### src/rtl/bp_resolve_queue.sv
// bp_resolve_queue: branch resolve, mispredict redirect and predictor-update FIFO (stats counters via BP_RESOLVE_STATS_EN)
`ifndef XLEN
`define XLEN 32
`endif
module bp_resolve_queue #(
    parameter int DEPTH = 4,
    parameter int XLEN  = `XLEN
) (
    input  logic            clock,
    input  logic            reset_n,
    input  logic            flush,
    input  logic            ex_valid,
    output logic            ex_ready,
    input  logic [XLEN-1:0] ex_pc,
    input  logic            ex_cond,
    input  logic            ex_uncond,
    input  logic            ex_taken,
    input  logic [XLEN-1:0] ex_tg_pc,
    input  logic            ex_pred_taken,
    input  logic [XLEN-1:0] ex_pred_pc,
    output logic            upd_valid,
    input  logic            upd_stall,
    output logic            upd_cond,
    output logic [XLEN-1:0] upd_pc,
    output logic            upd_taken,
    output logic [XLEN-1:0] upd_tg_pc,
`ifdef BP_RESOLVE_STATS_EN
    output logic [31:0]     stat_branches,
    output logic [31:0]     stat_mispredicts,
`endif
    output logic            mispredict,
    output logic [XLEN-1:0] redirect_pc
);
    localparam int AW = $clog2(DEPTH);

    typedef struct packed {
        logic            cond;
        logic            taken;
        logic [XLEN-1:0] pc;
        logic [XLEN-1:0] tg;
    } ent_t;

    ent_t            mem_q [DEPTH];
    ent_t            mem_d [DEPTH];
    ent_t            head;
    logic [AW-1:0]   wr_q, wr_d, rd_q, rd_d;
    logic [AW:0]     cnt_q, cnt_d;
    logic            mp_q, mp_d;
    logic [XLEN-1:0] rpc_q, rpc_d;
    logic            act_taken, mismatch, push, pop;
    logic [XLEN-1:0] act_npc;

    always_comb begin
        act_taken = ex_uncond | ex_taken;
        act_npc   = act_taken ? ex_tg_pc : ex_pc + XLEN'(4);
        mismatch  = (act_taken != ex_pred_taken) || (act_npc != ex_pred_pc);
        ex_ready  = cnt_q < (AW+1)'(DEPTH);
        upd_valid = cnt_q != '0;
        push      = ex_valid & ex_ready & (ex_cond | ex_uncond) & ~flush;
        pop       = upd_valid & ~upd_stall;
        head      = mem_q[rd_q];
        upd_cond  = upd_valid & head.cond;
        upd_taken = upd_valid & head.taken;
        upd_pc    = upd_valid ? head.pc : '0;
        upd_tg_pc = upd_valid ? head.tg : '0;
        mispredict  = mp_q;
        redirect_pc = rpc_q;
    end

    // A flush squashes the queue and suppresses any push; redirect_pc keeps its last value.
    always_comb begin
        mem_d = mem_q;
        wr_d  = wr_q;
        rd_d  = rd_q;
        cnt_d = cnt_q;
        mp_d  = push & mismatch;
        rpc_d = (push & mismatch) ? act_npc : rpc_q;
        if (flush) begin
            wr_d  = '0;
            rd_d  = '0;
            cnt_d = '0;
        end else begin
            if (push) begin
                mem_d[wr_q] = '{cond: ex_cond & ~ex_uncond, taken: act_taken, pc: ex_pc, tg: ex_tg_pc};
                wr_d = wr_q + AW'(1);
            end
            if (pop) rd_d = rd_q + AW'(1);
            cnt_d = cnt_q + (AW+1)'(push) - (AW+1)'(pop);
        end
    end

    always_ff @(posedge clock or negedge reset_n) begin
        if (!reset_n) begin
            wr_q  <= '0;
            rd_q  <= '0;
            cnt_q <= '0;
            mp_q  <= 1'b0;
            rpc_q <= '0;
        end else begin
            wr_q  <= wr_d;
            rd_q  <= rd_d;
            cnt_q <= cnt_d;
            mp_q  <= mp_d;
            rpc_q <= rpc_d;
        end
    end

    always_ff @(posedge clock) mem_q <= mem_d;

`ifdef BP_RESOLVE_STATS_EN
    logic [31:0] sb_q, sb_d, sm_q, sm_d;

    always_comb begin
        sb_d = (push && sb_q != '1) ? sb_q + 32'd1 : sb_q;
        sm_d = (push && mismatch && sm_q != '1) ? sm_q + 32'd1 : sm_q;
        stat_branches    = sb_q;
        stat_mispredicts = sm_q;
    end

    always_ff @(posedge clock or negedge reset_n) begin
        if (!reset_n) begin
            sb_q <= '0;
            sm_q <= '0;
        end else begin
            sb_q <= sb_d;
            sm_q <= sm_d;
        end
    end
`endif
endmodule
### config.mk
export PLATFORM = sky130hd
export DESIGN_NAME = bp_resolve_queue
export DESIGN_NICKNAME = d
export VERILOG_FILES = /design/src/rtl/bp_resolve_queue.sv
export SDC_FILE = /design/constraint.sdc
export NUM_CORES = 1
export LEC_CHECK = 0
export BUFFER_PORTS_ARGS = -buffer_cell sky130_fd_sc_hd__buf_2
export CORE_MARGIN = 2
export CORE_UTILIZATION = 57
export DETAILED_ROUTE_END_ITERATION = 12
export MAX_ROUTING_LAYER = met4
export PLACE_DENSITY_LB_ADDON = 0.15
export SKIP_LAST_GASP = 1
export SLEW_MARGIN = 0
export SYNTH_ARGS = -nofsm -noshare
export SYNTH_HDL_FRONTEND = slang
export SYNTH_SLANG_ARGS = --single-unit
### constraint.sdc
create_clock -name clock -period 4.2 [get_ports clock]
set_input_delay 0.42 -clock clock [delete_from_list [all_inputs] [get_ports clock]]
set_output_delay 0.42 -clock clock [all_outputs]
set_load 0.05 [all_outputs]
==> results of run 1 <==
-- per-layer routing --
| layer | part of all wire | vias up | GRT usage |
|---|---|---|---|
| met4 | 0.024 | 0 | 0.0684 |
| met2 | 0.47 | 335 | 0.416 |
| li1 | - | 3842 | - |
| met5 | 0 | - | - |
| met1 | 0.43 | 4231 | 0.395 |
| met3 | 0.069 | 53 | 0.0377 |
-- final cells by class --
cell class | count | area, sq um | share of cell area
flip-flops and latches | 304 | 8930 | 0.545
multi-input cells | 507 | 4660 | 0.284
repair buffers | 223 | 1220 | 0.0747
clock buffers | 39 | 836 | 0.0510
well taps | 324 | 405 | 0.0247
clock inverters | 18 | 195 | 0.0119
inverters | 33 | 124 | 0.00756
diodes | 3 | 7.51 | 0.000458
-- path summary, 6_finish.rpt --
| path | end | cells after the start | slack [ns] | start |
|---|---|---|---|---|
| setup reg to reg | mem_q[245]$_DFFE_PP_ | 5 | 1.55 | cnt_q[2]$_DFF_PN0_ |
| setup / recovery | redirect_pc[1]$_DFFE_PN0P_ | 12 | 0.78 | ex_pc[3] |
| hold / removal | rd_q[0]$_DFFE_PN0P_ | 1 | 0.03 | reset_n |
| max in group asynchronous | rd_q[0]$_DFFE_PN0P_ | 1 | 3.49 | reset_n |
| min in group clock | mem_q[156]$_DFFE_PP_ | 1 | 0.14 | ex_tg_pc[24] |
| hold reg to reg | redirect_pc[12]$_DFFE_PN0P_ | 1 | 0.51 | redirect_pc[12]$_DFFE_PN0P_ |
-- kinds of logic (layout without fill, tap and decap cells) --
group	count (synthesis)	in the layout	share of synthesized area
flip-flops	304	304	0.642
adder cells (fa/ha/maj)	9	9	0.00846
AND/OR/NAND/NOR	238	238	0.0964
AO/OA/AOI/OAI	88	88	0.0429
multiplexers	100	100	0.141
other	0	3	0
XOR/XNOR	72	72	0.0453
buffers and inverters	78	313	0.0237
-- worst max-delay path, delay by kind of cell --
| kind | cells | cell delay (ns) |
|---|---|---|
| AND/OR/NAND/NOR | 4 | 1.27 |
| AO/OA/AOI/OAI | 3 | 1.02 |
| buffers and inverters | 2 | 0.41 |
| multiplexers | 1 | 0.35 |
| adder cells (fa/ha/maj) | 1 | 0.25 |
| XOR/XNOR | 1 | 0.12 |
-- cell usage after synthesis, drive strengths merged, types with 2 or more instances --
master | n | area (sq um)
a222oi | 2 | 20.0
nand4 | 14 | 93.8
xnor2 | 48 | 420
nor2 | 34 | 128
o22ai | 6 | 37.5
nor3 | 8 | 45.0
nor2b | 4 | 25.0
and4 | 4 | 37.5
o21ai | 33 | 165
inv | 33 | 124
buf | 20 | 110
a211oi | 3 | 22.5
and3 | 5 | 31.3
o221ai | 2 | 17.5
dfrtp | 40 | 1000
or4 | 2 | 15.0
a2111oi | 2 | 17.5
xor2 | 24 | 210
and2 | 72 | 450
a21oi | 7 | 35.0
nand2 | 51 | 191
mux4 | 66 | 1490
nand2b | 4 | 25.0
edfxtp | 264 | 7930
a31oi | 9 | 56.3
a31o | 2 | 17.5
mux2 | 30 | 439
ha | 7 | 87.6
nand3 | 17 | 103
clkbuf | 25 | 95.1
o2111ai | 2 | 17.5
o32ai | 2 | 17.5
a211o | 2 | 17.5
o211ai | 3 | 22.5
mux2i | 4 | 40.0
or3 | 3 | 18.8
nor4 | 16 | 146
o31ai | 4 | 43.8
-- stage by stage --
stage	cell area, sq um	worst slack [ns]	std cells
after floorplan	13900	0.859	889
after global placement	15300	0.385	1391
after detailed placement	15300	0.274	1391
after CTS	16400	0.841	1448
after global routing	16400	0.529	1451
final	16400	0.778	1451
-- where the power goes --
part,total (mW),internal [mW],switching [mW]
logic,3.80,1.21,2.58
registers,3.74,3.53,0.210
clock network,2.73,1.65,1.08
-- sequential cells by signal, indices dropped and copies added (netlist names) --
name / flops
rd_q: 2
redirect_pc: 32
cnt_q: 3
wr_q: 2
mispredict: 1
mem_q: 264
==> results.txt, run 1 <==
The run finished with clean final reports. Compared with the post-synthesis result, the final layout area differs by 17.8%. The die span in x came out at 160 microns.

The tree is rooted in a sky130_fd_sc_hd__clkbuf_16. The tools report the detailed-placement wirelength estimate as 23.8 mm. The run gives 0 as the buffers inserted during post-CTS setup optimization. Final antenna-violating net count: 0.

Using the TritonRoute via totals, the vias-per-cell ratio works out to 5.83. The number of different library cells used by synthesis comes to 67. Kind of launch point of the worst setup path: a primary input.

The total clock buffers created by CTS was 31. The kind of capture point of the worst setup path was a flop. The library cells used most frequently in the layout, excluding fill and tap cells, are sky130_fd_sc_hd__edfxtp_1 (264), sky130_fd_sc_hd__buf_2 (205), sky130_fd_sc_hd__and2_1 (68), sky130_fd_sc_hd__mux4_2 (66), sky130_fd_sc_hd__nand2_1 (51). In this run the worst path has a maximum fanout of 9. The via count of the first global-routing pass was 8388. Setup repair after global routing left no endpoint under its margin. For the starting density of the core, the log shows 0.577.

The logs give 68 for the pin count of the biggest net entering global routing and 1 for the H-tree depth reported by CTS. The signal on the critical path passes through buf_2 > ha_1 > and4_1 > nand4_1 > or4_1 > a31o_2 > xnor2_1 > a2111oi_0 > nand4_1 > o31ai_4 > buf_4 > mux2_2. The quantity of hold-fixing buffers added after cts is 0, and the number of enable flip-flop cells after synthesis is 264. For the worst setup path, the data required time is 4.63 ns. The quantity of gates resized following cts is 0. The fraction of final layout cells with drive strength greater than 1 is 0.347, and the initial detailed-routing violation count is 776.

Summed over all cells, the static leakage comes to 6.02 nW. The post-route fraction of the period consumed by the critical path is 0.815. In this run the deepest clock path goes through 3 buffers. After the last flow step, the layout net total stands at 1213. The initial antenna violation count is 3, and the via count is 8461.

For this run, the number of Yosys warnings is 0. Summed over all layers, the routed wires come to 33.4 mm. The logs give 0.680 for the utilization of the core after routing and 3.85 ns for the data arrival time of the critical path. The post-CTS clock slew at the launch and capture registers of the worst setup and hold paths is 0.06 ns, and the number of sinks handled by clock tree synthesis is 304. Timing would allow up to 292 MHz.

206 I/O pins were placed. The tools report the final hold slack as 0.0299 ns. In this run the power density over the cells is 626 nW/um^2. The total global-route track usage is 0.272, and the clock period minus worst slack is 3.42 ns. For the part of the Yosys area used for sequential elements, the log shows 0.642. TritonCTS built the clock tree.

After synthesis the netlist holds a flip-flop and latch count of 304. Summed over all layers, the global routing overflow is 0. The delay of the slowest cell on the worst path was 0.48 ns.

The run gives 0.974 as the final RePlAce weighted congestion. The most used flip-flop cell after synthesis is sky130_fd_sc_hd__edfxtp_1. The tools report the number of hold-slack violations in the final timing report as 0.

Cell repeated most along the worst path: sky130_fd_sc_hd__nand4_1. After floorplanning, the core was divided into 57 placement rows. The setup total negative slack is 0 ns. The relative slew slack is 0.369. The tools report the detailed-routing iteration count for the pre-antenna-repair pass as 5. The cell at the slowest stage of the critical path was sky130_fd_sc_hd__a2111oi_0. The fraction of synthesis flops using an asynchronous set or reset pin works out to 0.132. Die outline area: 25700 sq um. Between clock sinks in the finished design, the worst skew comes to 0.00646 ns.

Power comes to 10.3 mW. Detail-routed net length per standard cell: 23.0 microns. In the routed design, unresolved DRC markers number 0. Total count of max-transition violations in the final report: 0. For the pin with the worst max-slew slack, the measured transition is 0.947 ns. The path class of the tightest hold or removal check is in -> async. Critical path class: in -> reg. Setup violations remaining at the end of the flow were counted as 0.

The maximum ir drop on the vdd rail was 0.000638 V; the number of I/O port buffers was 205. The first global-routing pass estimated 50.9 mm of wire. The logs give 24100 sq um for the floorplan core area and 13900 sq um for the summed instance area of the synthesized netlist. The library cell used most frequently in the layout, excluding fill and tap cells, is sky130_fd_sc_hd__edfxtp_1. Fill cells in the final layout number 1692. Each instance of the synthesized netlist takes up on average 15.6 sq um. Counting every net in the synthesized netlist gives 1002. The die extent in y works out to 160 microns. The later pin in the worst-skew pair is clocked with a latency of 0.54 ns.

Across the run, the number of max-cap violations was 0. Synthesis produced 889 cells.
No activity file was read; power rests on OpenSTA's default activity.
==> inputs of run 2 (changes only) <==
--- a/config.mk
+++ b/config.mk
@@ -5,9 +5,10 @@
 export SDC_FILE = /design/constraint.sdc
 export NUM_CORES = 1
 export LEC_CHECK = 0
+export ABC_AREA = 1
 export BUFFER_PORTS_ARGS = -buffer_cell sky130_fd_sc_hd__buf_2
 export CORE_MARGIN = 2
-export CORE_UTILIZATION = 57
+export CORE_UTILIZATION = 52
 export DETAILED_ROUTE_END_ITERATION = 12
 export MAX_ROUTING_LAYER = met4
 export PLACE_DENSITY_LB_ADDON = 0.15
==> constraint.sdc (replaced) <==
create_clock -name clock -period 3 [get_ports clock]
set_input_delay 0.3 -clock clock [delete_from_list [all_inputs] [get_ports clock]]
set_output_delay 0.3 -clock clock [all_outputs]
set_load 0.05 [all_outputs]
==> results.txt, run 2 <==
The delay of the slowest cell on the worst path was 0.75 ns (was 0.48 ns). The power density over the cells is 929 nW/um^2 (was 626 nW/um^2). Kind of launch point of the worst setup path: a flop (was a primary input). The run gives 26800 sq um (was 24100 sq um) as the floorplan core area. The tools report the remaining design rule violation count as 0 (unchanged). The number of hold-slack violations in the final timing report is 0 (unchanged). The least setup slack across all paths after layout is 0.145 ns (was 0.778 ns).

The logs give 0.000826 V (was 0.000638 V) for the maximum ir drop on the vdd rail and 26.0 mm (was 23.8 mm) for the detailed-placement wirelength estimate. Commonest cells in the netlist: sky130_fd_sc_hd__nor2_1 (328), sky130_fd_sc_hd__nand2_1 (276), sky130_fd_sc_hd__edfxtp_1 (264), sky130_fd_sc_hd__o21ai_0 (137) (was sky130_fd_sc_hd__edfxtp_1 (264), sky130_fd_sc_hd__and2_1 (72), sky130_fd_sc_hd__mux4_2 (66), sky130_fd_sc_hd__nand2_1 (51), sky130_fd_sc_hd__xnor2_1 (48)). The initial detailed-routing violation count is 907 (was 776).

The logs give 1571 (was 1002) for the post-synth net total and 28500 sq um (was 25700 sq um) for the die outline area. The tools report the root buffer cell as sky130_fd_sc_hd__clkbuf_16 (unchanged). The logs give 0 (unchanged) for the sum of overflow across all layers after global routing and 206 (unchanged) for the number of top-level pins. The data required time at the worst endpoint was 2.70 ns (was 4.63 ns). The tools report the post-synthesis cell type count as 33 (was 67).

TritonCTS built the clock tree. Combinational family with the most area after synthesis: simple AND/OR/NAND/NOR gates (was multiplexers). The smallest clock period supported by the final layout is computed as 2.85 ns. The tools report the detailed-routing iteration count for the pre-antenna-repair pass as 6 (was 5).

The post-place setup slack is 0.229 ns (was 0.274 ns). The utilization of the core after routing is 0.631 (was 0.680). The relative slew slack was 0.376 (was 0.369); the data arrival time of the critical path was 2.55 ns (was 3.85 ns). The post-CTS clock slew at the launch and capture registers of the worst setup and hold paths came out at 0.07 ns (was 0.06 ns). Number of sinks handled by clock tree synthesis: 304 (unchanged).

The vias per cell is 5.42 (was 5.83), and the cell count after synthesis is 1458 (was 889). The global-route wire length before repair is 58.8 mm (was 50.9 mm), and the mux share of post-synthesis cell area is 0 (was 0.141). Classification of the worst-slack hold path: in -> reg (was in -> async). The part of the Yosys area used for sequential elements was 0.633 (was 0.642). The most common cell after layout, fill and taps aside is sky130_fd_sc_hd__nor2_1 (was sky130_fd_sc_hd__edfxtp_1). The tools report the starting density of the core as 0.526 (was 0.577). Cell repeated most along the worst path: sky130_fd_sc_hd__nor2_1 (was sky130_fd_sc_hd__nand4_1). The largest register by flop count is mem_q (unchanged). The setup skew after layout came out at 0.0126 ns (was 0.00646 ns). The tools report the total global-route track usage as 0.280 (was 0.272). The complex-gate fraction of the synthesized area came out at 0.0768 (was 0.0429). The library cell occupying the most area in the post-synthesis netlist is sky130_fd_sc_hd__edfxtp_1 (unchanged). The fraction of final layout cells with drive strength greater than 1 is 0.208 (was 0.347), and the die span in x is 169 microns (was 160 microns). The mean post-synth cell area came out at 9.67 sq um (was 15.6 sq um). The run finished with clean final reports.

Top cells by area, synth: sky130_fd_sc_hd__edfxtp_1 (56%), sky130_fd_sc_hd__nor2_1 (8.7%), sky130_fd_sc_hd__nand2_1 (7.3%) (was sky130_fd_sc_hd__edfxtp_1 (57%), sky130_fd_sc_hd__mux4_2 (11%), sky130_fd_sc_hd__dfrtp_1 (7.2%)). Fraction of synthesis flops using an asynchronous set or reset pin: 0.132 (unchanged). The top cell family by delay on the critical path was flip-flops (was simple AND/OR/NAND/NOR gates). The logs give 0.958 (was 0.974) for the final RePlAce weighted congestion and 39.2 mm (was 33.4 mm) for the total routed wirelength. The logs give 0 (unchanged) for the number of warnings printed during yosys synthesis and 0 (unchanged) for the total count of max-transition violations in the final report. The via count is 11100 (was 8461). The post-route fraction of the period consumed by the critical path works out to 0.952.

The final antenna-violating net count came out at 0 (unchanged). The most frequent cell after synthesis is sky130_fd_sc_hd__nor2_1 (was sky130_fd_sc_hd__edfxtp_1). Commonest cells after routing, fill and taps aside: sky130_fd_sc_hd__nor2_1 (322), sky130_fd_sc_hd__nand2_1 (276), sky130_fd_sc_hd__edfxtp_1 (264), sky130_fd_sc_hd__buf_2 (205), sky130_fd_sc_hd__o21ai_0 (137) (was sky130_fd_sc_hd__edfxtp_1 (264), sky130_fd_sc_hd__buf_2 (205), sky130_fd_sc_hd__and2_1 (68), sky130_fd_sc_hd__mux4_2 (66), sky130_fd_sc_hd__nand2_1 (51)). The logs give 0 (unchanged) for the max-cap violation count and 3 (unchanged) for the initial antenna violation count.

The post-synthesis simple-gate area fraction is 0.234 (was 0.0964). The setup total negative slack was 0 ns (unchanged). The number of buffers and inverters on the critical path was 2 (unchanged); the H-tree depth reported by CTS was 1 (unchanged). Based on the critical path, the design can be clocked at up to 350 MHz.

The run gives 10400 (was 8388) as the via count of the first global-routing pass. The tools report the number of placed instances, taps included as 1967 (was 1391). The kind of capture point of the worst setup path was an output pin (was a flop). Leakage dissipation: 7.10 nW (was 6.02 nW). The flip-flop count of the largest register after layout was 264 (unchanged). The row count was 60 (was 57); the summed instance area of the synthesized netlist was 14100 sq um (was 13900 sq um). The cell at the slowest stage of the critical path was sky130_fd_sc_hd__dfrtp_4 (was sky130_fd_sc_hd__a2111oi_0). The post-synthesis xor/xnor area fraction came out at 0.00248 (was 0.0453).

The clock latency at the later pin of the worst-skew pair was 0.56 ns (was 0.54 ns). The measured slew at the worst slew-check pin is 0.935 ns (was 0.947 ns), and the number of buffers on the longest clock path is 3 (unchanged). Cell chain of the critical path: buf_12 > nor2_1 > nor2_1 > o21ai_0 > a21oi_1 > buf_2 (was buf_2 > ha_1 > and4_1 > nand4_1 > or4_1 > a31o_2 > xnor2_1 > a2111oi_0 > nand4_1 > o31ai_4 > buf_4 > mux2_2).

The die extent in y works out to 169 microns (was 160 microns). Setup repair after global routing left no endpoint under its margin. The tools report the total clock buffers created by CTS as 31 (unchanged).

The detail-routed net length per standard cell is 19.2 microns (was 23.0 microns), and the highest net fanout along the worst path is 61 (was 9). The tools report the post-layout net count as 1785 (was 1213). The number of enable flip-flop cells after synthesis is 264 (unchanged). The number of I/O port buffers is 205 (unchanged). The critical path class is reg -> out (was in -> reg). The fraction of the mapped netlist area in adder cells was 0.00763 (was 0.00846). The top flip-flop cell by instance count after synthesis was sky130_fd_sc_hd__edfxtp_1 (unchanged).

The number of synthesized register bits came out at 304 (unchanged). The area growth from synthesis to layout came out at 19.8% (was 17.8%). The tools report the setup-violating endpoint count in the final report as 0 (unchanged). Area share of the largest cell type after synthesis: 0.562 (was 0.570). The run gives 117 (was 68) as the pin count of the biggest net entering global routing. The non-filler instance count after layout came out at 2041 (was 1451).
==> run 2: changes by cell type after synthesis, sizes merged, moves of 17 or more <==
cell / change
a21oi: +62
and2: -70
clkbuf: +17
inv: +60
mux2: -30
mux4: -66
nand2: +251
nand3: +77
nor2: +308
o21ai: +107
xnor2: -47
xor2: -21
==> run 2: worst register-to-register path, cell delays in order, from the launching register on <==
cell	delay, ns
sky130_fd_sc_hd__dfrtp_1	0.42
sky130_fd_sc_hd__clkinvlp_4	0.08
sky130_fd_sc_hd__nand2_1	0.06
sky130_fd_sc_hd__a21oi_1	0.11
sky130_fd_sc_hd__inv_1	0.07
sky130_fd_sc_hd__nor2_2	0.09
sky130_fd_sc_hd__inv_1	0.17
sky130_fd_sc_hd__ha_1	0.33
sky130_fd_sc_hd__inv_1	0.04
sky130_fd_sc_hd__ha_1	0.18
sky130_fd_sc_hd__fa_1	0.38
sky130_fd_sc_hd__o21ai_0	0.18
sky130_fd_sc_hd__a21oi_1	0.05
==> run 2: metal layers <==
layer | wire length [microns] | vias to the layer above | GRT usage
met3 | 3260 | 73 | 0.0538
met4 | 1130 | 0 | 0.0926
met1 | 17100 | 5232 | 0.388
li1 | - | 5300 | -
met5 | 0 | - | -
met2 | 17600 | 465 | 0.419
==> run 2: area by class of cell <==
class                   instances  area [sq um]
diodes                          4          10.0
fillers                      2166          9900
clock inverters                22           272
inverters                      93           353
clock buffers                  35           791
multi-input cells             995          4570
repair buffers                247          1550
flip-flops and latches        304          8930
well taps                     341           427
==> run 2: worst paths after layout <==
path                                        startpoint                     endpoint  slack (ns)  cells past startpoint
min in group asynchronous                      reset_n          wr_q[0]$_DFFE_PN0P_        0.43                      2
hold / removal                                ex_pc[2]         mem_q[100]$_DFFE_PP_       0.006                      1
setup reg to reg                    cnt_q[2]$_DFF_PN0_           cnt_q[2]$_DFF_PN0_        0.71                     12
max in group asynchronous                      reset_n          rd_q[0]$_DFFE_PN0P_        1.89                      2
hold reg to reg            redirect_pc[22]$_DFFE_PN0P_  redirect_pc[22]$_DFFE_PN0P_        0.47                      2
setup / recovery                   rd_q[0]$_DFFE_PN0P_                   upd_pc[30]        0.15                      6
==> run 2: timing repair <==
item | 4_1_cts | 5_1_grt
hold buffers | 12 | 0
setup buffers | 0 | 0
endpoints found under the hold margin | 81 | 0
resized for setup | 0 | 1
endpoints found under the setup margin | 0 | 2
==> run 2: power breakdown <==
group / switching [mW] / internal (mW) / leakage, nW
clock: 1.60 / 2.41 / 0.520
combinational: 5.08 / 1.38 / 3.69
sequential: 0.270 / 4.96 / 2.89
==> run 2: stage by stage <==
step                      total power [mW]  cell area (sq um)  hold slack [ns]
final                                 15.7              16900          0.00574
after CTS                             15.7              16900         0.000925
after global placement                11.7              15700            0.461
after global routing                  16.3              16900          0.00265
after floorplan                       9.95              14100          0.00441
after detailed placement              11.7              15700            0.458
==> run 2: logic make-up after synthesis <==
kind of cell    Yosys count
buf+inv                 159
fa+ha+maj                 8
simple gates            769
xor+xnor                  4
flops                   304
compound gates          214
